File: src/rtl/reg_write_queue.sv
// In-order register-write queue in front of the 16x32 register file: accepts up to two writes per cycle, retires one per cycle.
// Optional forwarding lookup over pending entries is enabled by defining FORWARD_EN.
module reg_write_queue #(
  parameter int DEPTH = 4,
  parameter int PTRW  = 2
) (
  input  logic        CLK,
  input  logic        CLR,
  input  logic        wrA_valid,
  input  logic [3:0]  wrA_addr,
  input  logic [31:0] wrA_data,
  input  logic        wrB_valid,
  input  logic [3:0]  wrB_addr,
  input  logic [31:0] wrB_data,
  output logic        in_ready,
  output logic [3:0]  writeAddress,
  output logic [31:0] inputData,
  output logic        RW,
  output logic        pc_write,
  output logic        busy,
  input  logic [3:0]  fwdA_addr,
  input  logic [3:0]  fwdB_addr,
  output logic        fwdA_hit,
  output logic        fwdB_hit,
  output logic [31:0] fwdA_data,
  output logic [31:0] fwdB_data
);

  logic [PTRW:0]   count_q, count_d;
  logic [PTRW-1:0] head_q, head_d;
  logic [PTRW-1:0] tail_q, tail_d;
  logic [3:0]      addr_q [DEPTH];
  logic [3:0]      addr_d [DEPTH];
  logic [31:0]     data_q [DEPTH];
  logic [31:0]     data_d [DEPTH];

  logic            push_a, push_b, pop;
  logic [1:0]      n_push;
  logic [PTRW-1:0] idx_b;

  // Two free slots are always required so a dual push can never overflow.
  assign in_ready = (count_q <= (PTRW+1)'(DEPTH - 2));

  always_comb begin
    push_a = in_ready & wrA_valid;
    push_b = in_ready & wrB_valid;
    pop    = (count_q != '0);
    n_push = {1'b0, push_a} + {1'b0, push_b};
    idx_b  = push_a ? (tail_q + PTRW'(1)) : tail_q;
    addr_d = addr_q;
    data_d = data_q;
    if (push_a) begin
      addr_d[tail_q] = wrA_addr;
      data_d[tail_q] = wrA_data;
    end
    if (push_b) begin
      addr_d[idx_b] = wrB_addr;
      data_d[idx_b] = wrB_data;
    end
    count_d = count_q + (PTRW+1)'(n_push) - (PTRW+1)'(pop);
    head_d  = head_q + PTRW'(pop);
    tail_d  = tail_q + PTRW'(n_push);
  end

  always_ff @(posedge CLK) begin
    if (CLR) begin
      count_q <= '0;
      head_q  <= '0;
      tail_q  <= '0;
    end else begin
      count_q <= count_d;
      head_q  <= head_d;
      tail_q  <= tail_d;
    end
  end

  // Entry storage is not reset; only entries covered by count are meaningful.
  always_ff @(posedge CLK) begin
    for (int i = 0; i < DEPTH; i++) begin
      addr_q[i] <= addr_d[i];
      data_q[i] <= data_d[i];
    end
  end

  always_comb begin
    busy         = (count_q != '0);
    RW           = ~busy;
    writeAddress = busy ? addr_q[head_q] : 4'h0;
    inputData    = busy ? data_q[head_q] : 32'h0;
    pc_write     = busy && (addr_q[head_q] == 4'hF);
  end

`ifdef FORWARD_EN
  logic [PTRW-1:0] fwd_idx;

  // Walk oldest to youngest so the last match is the newest pending value.
  always_comb begin
    fwdA_hit  = 1'b0;
    fwdB_hit  = 1'b0;
    fwdA_data = 32'h0;
    fwdB_data = 32'h0;
    fwd_idx   = '0;
    for (int i = 0; i < DEPTH; i++) begin
      fwd_idx = head_q + PTRW'(i);
      if ((PTRW+1)'(i) < count_q) begin
        if (addr_q[fwd_idx] == fwdA_addr) begin
          fwdA_hit  = 1'b1;
          fwdA_data = data_q[fwd_idx];
        end
        if (addr_q[fwd_idx] == fwdB_addr) begin
          fwdB_hit  = 1'b1;
          fwdB_data = data_q[fwd_idx];
        end
      end
    end
  end
`else
  logic unused_fwd_addr;

  assign unused_fwd_addr = ^{fwdA_addr, fwdB_addr};
  assign fwdA_hit  = 1'b0;
  assign fwdB_hit  = 1'b0;
  assign fwdA_data = 32'h0;
  assign fwdB_data = 32'h0;
`endif

endmodule
File: config.mk
export PLATFORM = sky130hd
export DESIGN_NAME = reg_write_queue
export DESIGN_NICKNAME = d
export VERILOG_FILES = /design/src/rtl/reg_write_queue.sv
export SDC_FILE = /design/constraint.sdc
export NUM_CORES = 1
export LEC_CHECK = 0
export ABC_CLOCK_PERIOD_IN_PS = 3530
export CAP_MARGIN = 20
export CELL_PAD_IN_SITES_DETAIL_PLACEMENT = 0
export CELL_PAD_IN_SITES_GLOBAL_PLACEMENT = 2
export CORE_ASPECT_RATIO = 2
export CORE_UTILIZATION = 35
export DETAILED_ROUTE_END_ITERATION = 16
export GPL_ROUTABILITY_DRIVEN = 0
export PLACE_DENSITY_LB_ADDON = 0.1
export SLEW_MARGIN = 20
export SYNTH_ARGS = -nofsm -noshare
export SYNTH_HDL_FRONTEND = slang
export SYNTH_SLANG_ARGS = --single-unit
File: constraint.sdc
create_clock -name CLK -period 3.53 [get_ports CLK]
set_input_delay 1.059 -clock CLK [delete_from_list [all_inputs] [get_ports CLK]]
set_output_delay 1.059 -clock CLK [all_outputs]
set_load 0.05 [all_outputs]
Word-level counts from Yosys, hierarchy flattened
Index checks and enable logic that the tools add are counted.
{"block": "classes", "bitwise_logic": 6, "add_sub_neg": 6, "reduce_logical": 4, "n_lt_le_gt_ge": 6, "muxes": 25, "n_eq_ne": 1}
{"cell": "128-bit bitwise mux", "count": 2}
{"cell": "128-bit 2-to-1 mux", "count": 2}
{"cell": "32-bit 2-to-1 mux", "count": 5}
{"cell": "32-bit demux with 2-bit select", "count": 2}
{"cell": "32-bit binary-select mux with 2-bit select", "count": 1}
{"cell": "16-bit bitwise mux", "count": 2}
{"cell": "16-bit 2-to-1 mux", "count": 2}
{"cell": "4-bit 2-to-1 mux", "count": 5}
{"cell": "4-bit demux with 2-bit select", "count": 2}
{"cell": "3-bit >= comparator, second input constant", "count": 3}
{"cell": "2-bit NOT with 3-bit output", "count": 3}
{"cell": "4-bit binary-select mux with 2-bit select", "count": 1}
{"cell": "3-bit by 1-bit less-than comparator with 1-bit output, second input constant", "count": 2}
{"cell": "4-bit == test, second input constant", "count": 1}
{"cell": "3-bit by 2-bit adder with 3-bit output", "count": 1}
{"cell": "3-bit by 2-bit <= comparator with 1-bit output, second input constant", "count": 1}
{"cell": "1-bit logical AND", "count": 3}
{"cell": "3-bit nonzero test", "count": 1}
{"cell": "3-bit by 1-bit subtractor with 3-bit output", "count": 1}
{"cell": "1-bit by 1-bit adder with 2-bit output", "count": 1}
{"cell": "2-bit by 1-bit adder with 2-bit output", "count": 1}
{"cell": "2-bit by 1-bit adder with 2-bit output, second input constant", "count": 1}
{"cell": "2-bit adder", "count": 1}
{"cell": "1-bit bitwise AND", "count": 2}
{"cell": "other kinds (2)", "count": 2}
{"block": "totals", "output_inout_bits": 106, "reg_bits": 151, "word_cells": 59, "in_bits": 84}

Depth between registers and ports, before layout
Gate-level depths: netlist of the first run.
{"block": "logic_depth", "ltp_word": 10, "mapped_depth": 13, "ltp_nobuf": 12}

Worst setup path after synthesis of the first run
OpenSTA, ideal clock, no wires.
{"block": "synth_path", "path_kind": "register to register", "start": "reg count_q[1]", "end": "reg count_q[2]", "stages_incl_launch_ff": 13, "required_time_ns": 3.415, "setup_ns": 0.115, "period_less_slack_ns": 3.464, "arrival_ns": 3.349, "setup_slack_ns": 0.066, "cell_sequence": "dfxtp_1 > nor3_1 > clkbuf_1 > clkbuf_1 > inv_1 > ha_1 > inv_1 > ha_1 > inv_1 > fa_1 > xnor2_1 > xnor2_1 > nor2_1"}
{"block": "synth_via", "elab_cells_between_ends": 7}
{"item": "from (decl)", "line": "29", "text": "logic [PTRW:0] count_q, count_d;"}
{"item": "from (signal assigned)", "line": "71", "text": "count_q <= count_d;"}
{"item": "3-bit nonzero test"}
{"item": "net busy", "line": "20", "text": "output logic busy,"}
{"item": "3-bit by 1-bit subtractor with 3-bit output", "line": "60", "text": "count_d = count_q + (PTRW+1)'(n_push) - (PTRW+1)'(pop);"}
The timed path passes the listed nets, and every way through them passes these cells.
A chain may end at the register's enable or synchronous reset.

Worst setup path after layout of the first run
{"block": "layout_path", "start": "reg head_q[0]", "end": "out pc_write"}
{"block": "layout_via", "elab_chain_cells": 6}
{"item": "from (decl)", "line": "30", "text": "logic [PTRW-1:0] head_q, head_d;"}
{"item": "from (signal assigned)", "line": "68", "text": "head_q <= '0;"}
{"item": "from (signal assigned)", "line": "72", "text": "head_q <= head_d;"}
{"item": "2-bit NOT with 3-bit output (not written as such)", "line": "90", "text": "pc_write = busy && (addr_q[head_q] == 4'hF);"}
{"item": "4-bit binary-select mux with 2-bit select", "line": "90"}
{"item": "4-bit 2-to-1 mux (not written as such) (2 in a row)", "line": "90"}
{"item": "4-bit == test", "line": "90"}
{"item": "1-bit logical AND", "line": "90"}
{"item": "to (decl)", "line": "19", "text": "output logic pc_write,"}
No other way between the ends. The select of a mux whose other input is x is not followed.

==> impl_metrics.py, run 1 <==
metrics = {
    "clock_tree": {
        "hold_buffers": 0,
        "cts_root_buffer": "sky130_fd_sc_hd__clkbuf_16",
        "postCtsSetupBuffers": 0,
        "tritoncts": "done",
        "cts_sinks": 151,
        "worstSkewPairLatency_ps": 440,
        "clkTransAtPathRegs_ps": 60,
        "cts-buffers-inserted": 17,
        "cts.htree.levels": 4,
        "clock_path_buffers": 2,
        "cts.repair.resized": 0,
    },
    "global_routing": {
        "antenna_violations_before_repair": 1,
        "grt_pass1_wl_um": 34700,
        "grt_max_degree": 34,
        "global_route.usage.met3_pct": 4.14,
        "grt_pass1_vias": 6005,
        "grt.met2_usage_pct": 34.9,
        "groute.layer.met1.usage_pct": 19.6,
        "total_grt_usage_pct": 18.4,
        "busiest_layer": "met2",
        "globalRoute.totalOverflow": 0,
    },
    "hold_path": {
        "min_path_type": "reg2reg",
    },
    "drt": {
        "post_drt_wl_per_cell_um": 19.9,
        "routed-via-count": 5387,
        "first_iter_violations": 169,
        "totalWireLength_um": 22600,
        "drt_first_pass_iters": 4,
        "drt-vias-per-instance": 4.75,
        "drc": 0,
        "route.antenna.remaining_nets": 0,
    },
    "final_layout": {
        "final_core_util_pct": 43.5,
        "nets": 883,
        "final_layout_size_suffix_gt1_share_pct": 54.2,
        "instances_no_fill": 1134,
        "area_growth_pct": 21.5,
    },
    "yosys": {
        "synthesis.yosys.warnings": 0,
        "synth_commonest_cells": "sky130_fd_sc_hd__mux2_2 (227), sky130_fd_sc_hd__dfxtp_1 (151), sky130_fd_sc_hd__buf_4 (75), sky130_fd_sc_hd__mux2_4 (61), sky130_fd_sc_hd__nor2b_1 (39)",
        "number_of_enable_type_register_cells_in_the_synthesized_netlist": 0,
        "synth_async_sr_flop_share_pct": 0,
        "synth.top_cells.by_area": "sky130_fd_sc_hd__dfxtp_1 (34%), sky130_fd_sc_hd__mux2_2 (29%), sky130_fd_sc_hd__mux2_4 (10%), sky130_fd_sc_hd__mux4_2 (9.2%), sky130_fd_sc_hd__buf_4 (6.4%)",
        "postSynthAreaPerCell_um2": 13.2,
        "dominant_cell_by_count_in_the_synthesized_netlist": "sky130_fd_sc_hd__mux2_2",
        "postSynth.topFlopCell": "sky130_fd_sc_hd__dfxtp_1",
        "postSynthRegisterBits": 151,
        "syn_inst": 667,
        "yosysSeqAreaShare_pct": 34.3,
        "synthDominantCellAreaShare_pct": 34.3,
        "synthesis.area_mm2": 0.00882,
        "synth_cell_type_count": 29,
        "synthDominantAreaCellType": "sky130_fd_sc_hd__dfxtp_1",
    },
    "critical_path": {
        "r2r.worst_path.cells": 13,
        "crit_path_max_fanout": 14,
        "worst_reg_to_reg_setup_slack_ps": 870,
        "critical_path_at_ps": 2210,
        "timing.critical_path.from": "head_q[0]",
        "r2r-end": "count_q[2]",
        "worstReg2RegStart": "count_q[0]",
        "cp-end-kind": "primary output",
        "worst_ep_required_time_ps": 2470,
        "setup.worst_path.start_class": "flip-flop",
        "cp-endpoint": "pc_write",
        "worst-setup-path-type": "reg2out",
    },
    "timing": {
        "final_cycle_share_pct": 92.6,
        "grt_setup_unrepaired": "false",
        "layout_setup_ws_ps": 263,
        "final_hold_viol_count": 0,
        "achievable-frequency_mhz": 306,
        "max_slew_violation_count": 0,
        "finalWorstPathRequiredPeriod_ps": 3270,
        "timing_worst_slew_pin_value_ps": 504,
        "slew_headroom_pct": 66.3,
        "setup-violations-final": 0,
        "finalClockSkew_ps": 5.89,
    },
    "placement": {
        "port-buffer-count": 115,
        "post-place-cells": 1101,
        "place_hpwl_um": 15600,
        "pre_cts_ws_ps": -6.08,
    },
    "floorplanning": {
        "initial_utilization_pct": 35.8,
        "floorplan.rows": 81,
        "ioPinCount": 190,
        "floorplan.core_area_mm2": 0.0246,
        "die_w_um": 114,
        "die_height_um": 226,
        "die_area_mm2": 0.0259,
    },
    "power_and_ir_drop": {
        "power.share.combinational_pct": 56.7,
        "ir_drop_mv": 0.582,
        "power.leakage_uw": 0.00452,
        "power.density_cell_area_mw_per_mm2": 1110,
        "total_switching_power_uw": 4470,
        "sequentialPowerShare_pct": 26.5,
        "clockPowerShare_pct": 16.8,
        "intPower_uw": 7440,
        "netSwitchingFraction_pct": 37.6,
    },
    "flow_run": {
        "maxCapViolCount": 0,
    },
    "status": {
        "outcome": "complete, no violations",
    },
}
[critical path, cell delays in order (launching register included)]
cell and delay (ps):
sky130_fd_sc_hd__dfxtp_4 570, sky130_fd_sc_hd__buf_4 280, sky130_fd_sc_hd__mux4_2 540, sky130_fd_sc_hd__and4_1 190
sky130_fd_sc_hd__buf_4 180
[stage by stage]
| step | hold WS (ps) | instance area, um^2 | TNS [ps] | power [uW] |
|---|---|---|---|---|
| 2_1_floorplan | 526 | 9060 | 0 | 8380 |
| 3_3_place_gp | 565 | 10100 | 0 | 9820 |
| 3_5_place_dp | 581 | 10100 | -6.08 | 10000 |
| 4_1_cts | 594 | 10700 | 0 | 12100 |
| 5_1_grt | 617 | 10700 | 0 | 12600 |
| 6_report | 581 | 10700 | 0 | 11900 |
[power groups by stage]
| stage | clock [uW] | combinational, uW | sequential, uW |
|---|---|---|---|
| 2_1_floorplan | 0 | 5430 | 2940 |
| 3_3_place_gp | 0 | 6690 | 3130 |
| 3_5_place_dp | 0 | 6840 | 3210 |
| 4_1_cts | 2070 | 6860 | 3170 |
| 5_1_grt | 2130 | 7200 | 3270 |
| 6_report | 2000 | 6760 | 3160 |
[how the worst min path moves through the flow]
stage / from / to / slack [ps] / depth (start not counted)
after global placement: count_q[2] / count_q[2] / 570 / 2
after detailed placement: count_q[2] / count_q[2] / 580 / 2
after floorplan: count_q[2] / count_q[2] / 530 / 2
after global routing: count_q[2] / count_q[2] / 620 / 2
final: count_q[2] / count_q[2] / 580 / 2
after CTS: count_q[2] / count_q[2] / 590 / 2
[layout by cell type (no fill, tap or decap), types with 2 or more instances in the layout]
cell,n
sky130_fd_sc_hd__mux4_2,36
sky130_fd_sc_hd__clkdlybuf4s50_1,78
sky130_fd_sc_hd__bufinv_16,4
sky130_fd_sc_hd__clkbuf_1,3
sky130_fd_sc_hd__buf_12,10
sky130_fd_sc_hd__xnor2_1,6
sky130_fd_sc_hd__nor2b_1,39
sky130_fd_sc_hd__clkinv_2,2
sky130_fd_sc_hd__ha_1,10
sky130_fd_sc_hd__nand3_4,6
sky130_fd_sc_hd__mux2_4,61
sky130_fd_sc_hd__clkbuf_16,17
sky130_fd_sc_hd__and2_2,2
sky130_fd_sc_hd__inv_1,8
sky130_fd_sc_hd__buf_4,53
sky130_fd_sc_hd__mux2_2,227
sky130_fd_sc_hd__o21ai_4,2
sky130_fd_sc_hd__clkbuf_8,5
sky130_fd_sc_hd__nor2_1,4
sky130_fd_sc_hd__dfxtp_1,149
sky130_fd_sc_hd__conb_1,66
[logic make-up (layout without fill, tap and decap cells)]
logic type	after synthesis	in the layout	share of synthesized area (%)
muxes	324	324	48.6
DFF	151	151	34.3
buffers and inverters	112	181	9.48
and+or+nand+nor	57	57	4.84
adders and majority gates	11	11	1.65
xor gates and xnor gates	6	6	0.596
AOI/OAI and AO/OA	5	5	0.539
other	1	67	0.0425
[final cells by class]
class | count | area [um^2]
Fill cell | 2361 | 13900
Multi-Input combinational cell | 469 | 5220
Sequential cell | 151 | 3030
Timing Repair Buffer | 141 | 1380
Clock buffer | 25 | 505
Tap cell | 332 | 415
Clock inverter | 7 | 139
Inverter | 8 | 30.0
Antenna cell | 1 | 2.50
[layer usage]
metal  vias to the layer above  share of wire [%]
met5                         -                  0
met4                         0                1.8
met3                        25                3.3
met2                       115                 56
met1                      2712                 39
li1                       2535                  -
[flip-flops by register name, summed over array words and instances, names as in the netlist]
register / flops
addr_q: 16
tail_q: 2
data_q: 128
count_q: 3
head_q: 2
Note: power is estimated with default switching activity, not from simulation.
==> run 2: changes to the inputs <==
Settings changed: MAX_ROUTING_LAYER set to met4.
==> impl_metrics.py, run 2 (synthesized netlist as in run 1, its figures left out) <==
metrics = {
    "status": {
        "outcome": "complete, no violations",
    },
    "timing": {
        "totalNegativeSetupSlack_ps": 0,
        "hold_ws_ps": 582,
        "slew_headroom_pct": 66.3,
        "layout_setup_ws_ps": 264,
        "achievable-frequency_mhz": 306,
        "finalWorstPathRequiredPeriod_ps": 3270,
        "final_cycle_share_pct": 92.5,
        "final_hold_viol_count": 0,
        "max_slew_violation_count": 0,
        "finalClockSkew_ps": 6.15,
        "grt_setup_unrepaired": "false",
        "setup-violations-final": 0,
        "timing_worst_slew_pin_value_ps": 504,
    },
    "drt": {
        "drc": 0,
        "route.antenna.remaining_nets": 0,
        "drt_first_pass_iters": 4,
        "totalWireLength_um": 22600,
        "routed-via-count": 5392,
        "post_drt_wl_per_cell_um": 19.9,
        "first_iter_violations": 185,
        "drt-vias-per-instance": 4.75,
    },
    "clock_tree": {
        "cts-buffers-inserted": 17,
        "cts_sinks": 151,
        "cts_root_buffer": "sky130_fd_sc_hd__clkbuf_16",
        "worstSkewPairLatency_ps": 430,
        "tritoncts": "done",
        "postCtsSetupBuffers": 0,
        "clock_path_buffers": 2,
        "clkTransAtPathRegs_ps": 60,
        "cts.repair.resized": 0,
        "hold_buffers": 0,
        "cts.htree.levels": 4,
    },
    "global_routing": {
        "antenna_violations_before_repair": 1,
        "grt_pass1_wl_um": 34600,
        "total_grt_usage_pct": 18.9,
        "grt_pass1_vias": 6012,
        "globalRoute.totalOverflow": 0,
        "grt_max_degree": 34,
    },
    "placement": {
        "pre_cts_ws_ps": -6.08,
        "port-buffer-count": 115,
        "place_hpwl_um": 15600,
    },
    "final_layout": {
        "nets": 883,
        "final_core_util_pct": 43.5,
        "seq_area_mm2": 0.00303,
        "largest_register_ffs": 128,
        "area_growth_pct": 21.5,
        "mostFrequentLayoutCells": "sky130_fd_sc_hd__mux2_2 (227), sky130_fd_sc_hd__dfxtp_1 (149), sky130_fd_sc_hd__clkdlybuf4s50_1 (78)",
        "total_area_of_multi_input_combinational_cells_mm2": 0.00522,
        "largest-register": "data_q",
        "leading_registers_by_flop_count": "data_q x128, addr_q x16, count_q x3",
        "final_common_cell": "sky130_fd_sc_hd__mux2_2",
        "fillCellCount": 2361,
        "final_layout_size_suffix_gt1_share_pct": 54.2,
    },
    "power_and_ir_drop": {
        "power.density_cell_area_mw_per_mm2": 1110,
        "ir_drop_mv": 0.582,
        "power.leakage_uw": 0.00452,
        "total_power_uw": 11900,
    },
    "hold_path": {
        "min_path_type": "reg2reg",
    },
    "floorplanning": {
        "die_w_um": 114,
        "floorplan.core_area_mm2": 0.0246,
        "die_height_um": 226,
        "ioPinCount": 190,
        "floorplan.rows": 81,
        "initial_utilization_pct": 35.8,
        "die_area_mm2": 0.0259,
    },
    "flow_run": {
        "maxCapViolCount": 0,
    },
    "critical_path": {
        "setup.worst_path.start_class": "flip-flop",
        "worst_ep_required_time_ps": 2470,
        "worst-setup-path-type": "reg2out",
        "critical_path_at_ps": 2210,
        "cp-end-kind": "primary output",
        "crit_path_max_fanout": 14,
    },
}
==> run 2: cell counts in the layout (fill, tap and decap cells not counted) <==
No cell type changed its count.
==> run 2: per-stage QoR <==
stage	area, um^2	instances
floorplan	9060	732
global placement	10100	1101
detailed placement	10100	1101
CTS	10700	1133
global route	10700	1134
finish	10700	1134
==> run 2: critical path, cell delays in order, from the launching register on <==
cell and delay (ps):
sky130_fd_sc_hd__dfxtp_4 570, sky130_fd_sc_hd__buf_4 280, sky130_fd_sc_hd__mux4_2 540, sky130_fd_sc_hd__and4_1 190
sky130_fd_sc_hd__buf_4 180
==> run 2: cell type report <==
type	count	share of cell area [%]
flip-flops and latches	151	28.3
inverters	8	0.280
clock inverters	7	1.30
clock buffers	25	4.72
multi-input cells	469	48.7
diodes	1	0.0234
repair buffers	141	12.9
well taps	332	3.88
==> run 2: per-layer routing <==
metal / GRT usage, % / routed length (um) / up-vias
li1: - / - / 2536
met1: 19.6 / 8710 / 2716
met2: 35.0 / 12800 / 115
met3: 4.25 / 713 / 25
met4: 5.95 / 380 / 0
met5: - / 0 / -
==> run 2: worst paths after layout <==
check                           slack, ps         end        from  cells after the start
worst min register to register        580  count_q[2]  count_q[2]                      2
worst max register to register        880  count_q[2]  count_q[0]                     13
worst min-delay path                  580  count_q[2]  count_q[2]                      2
worst max-delay path                  260    pc_write   head_q[0]                      4
==> run 2: where the power goes <==
group | switching (uW) | leakage [uW] | internal, uW
sequential | 500 | 0.00127 | 2660
clock | 721 | 0.000317 | 1280
combinational | 3250 | 0.00293 | 3510
total | 4480 | 0.00452 | 7440
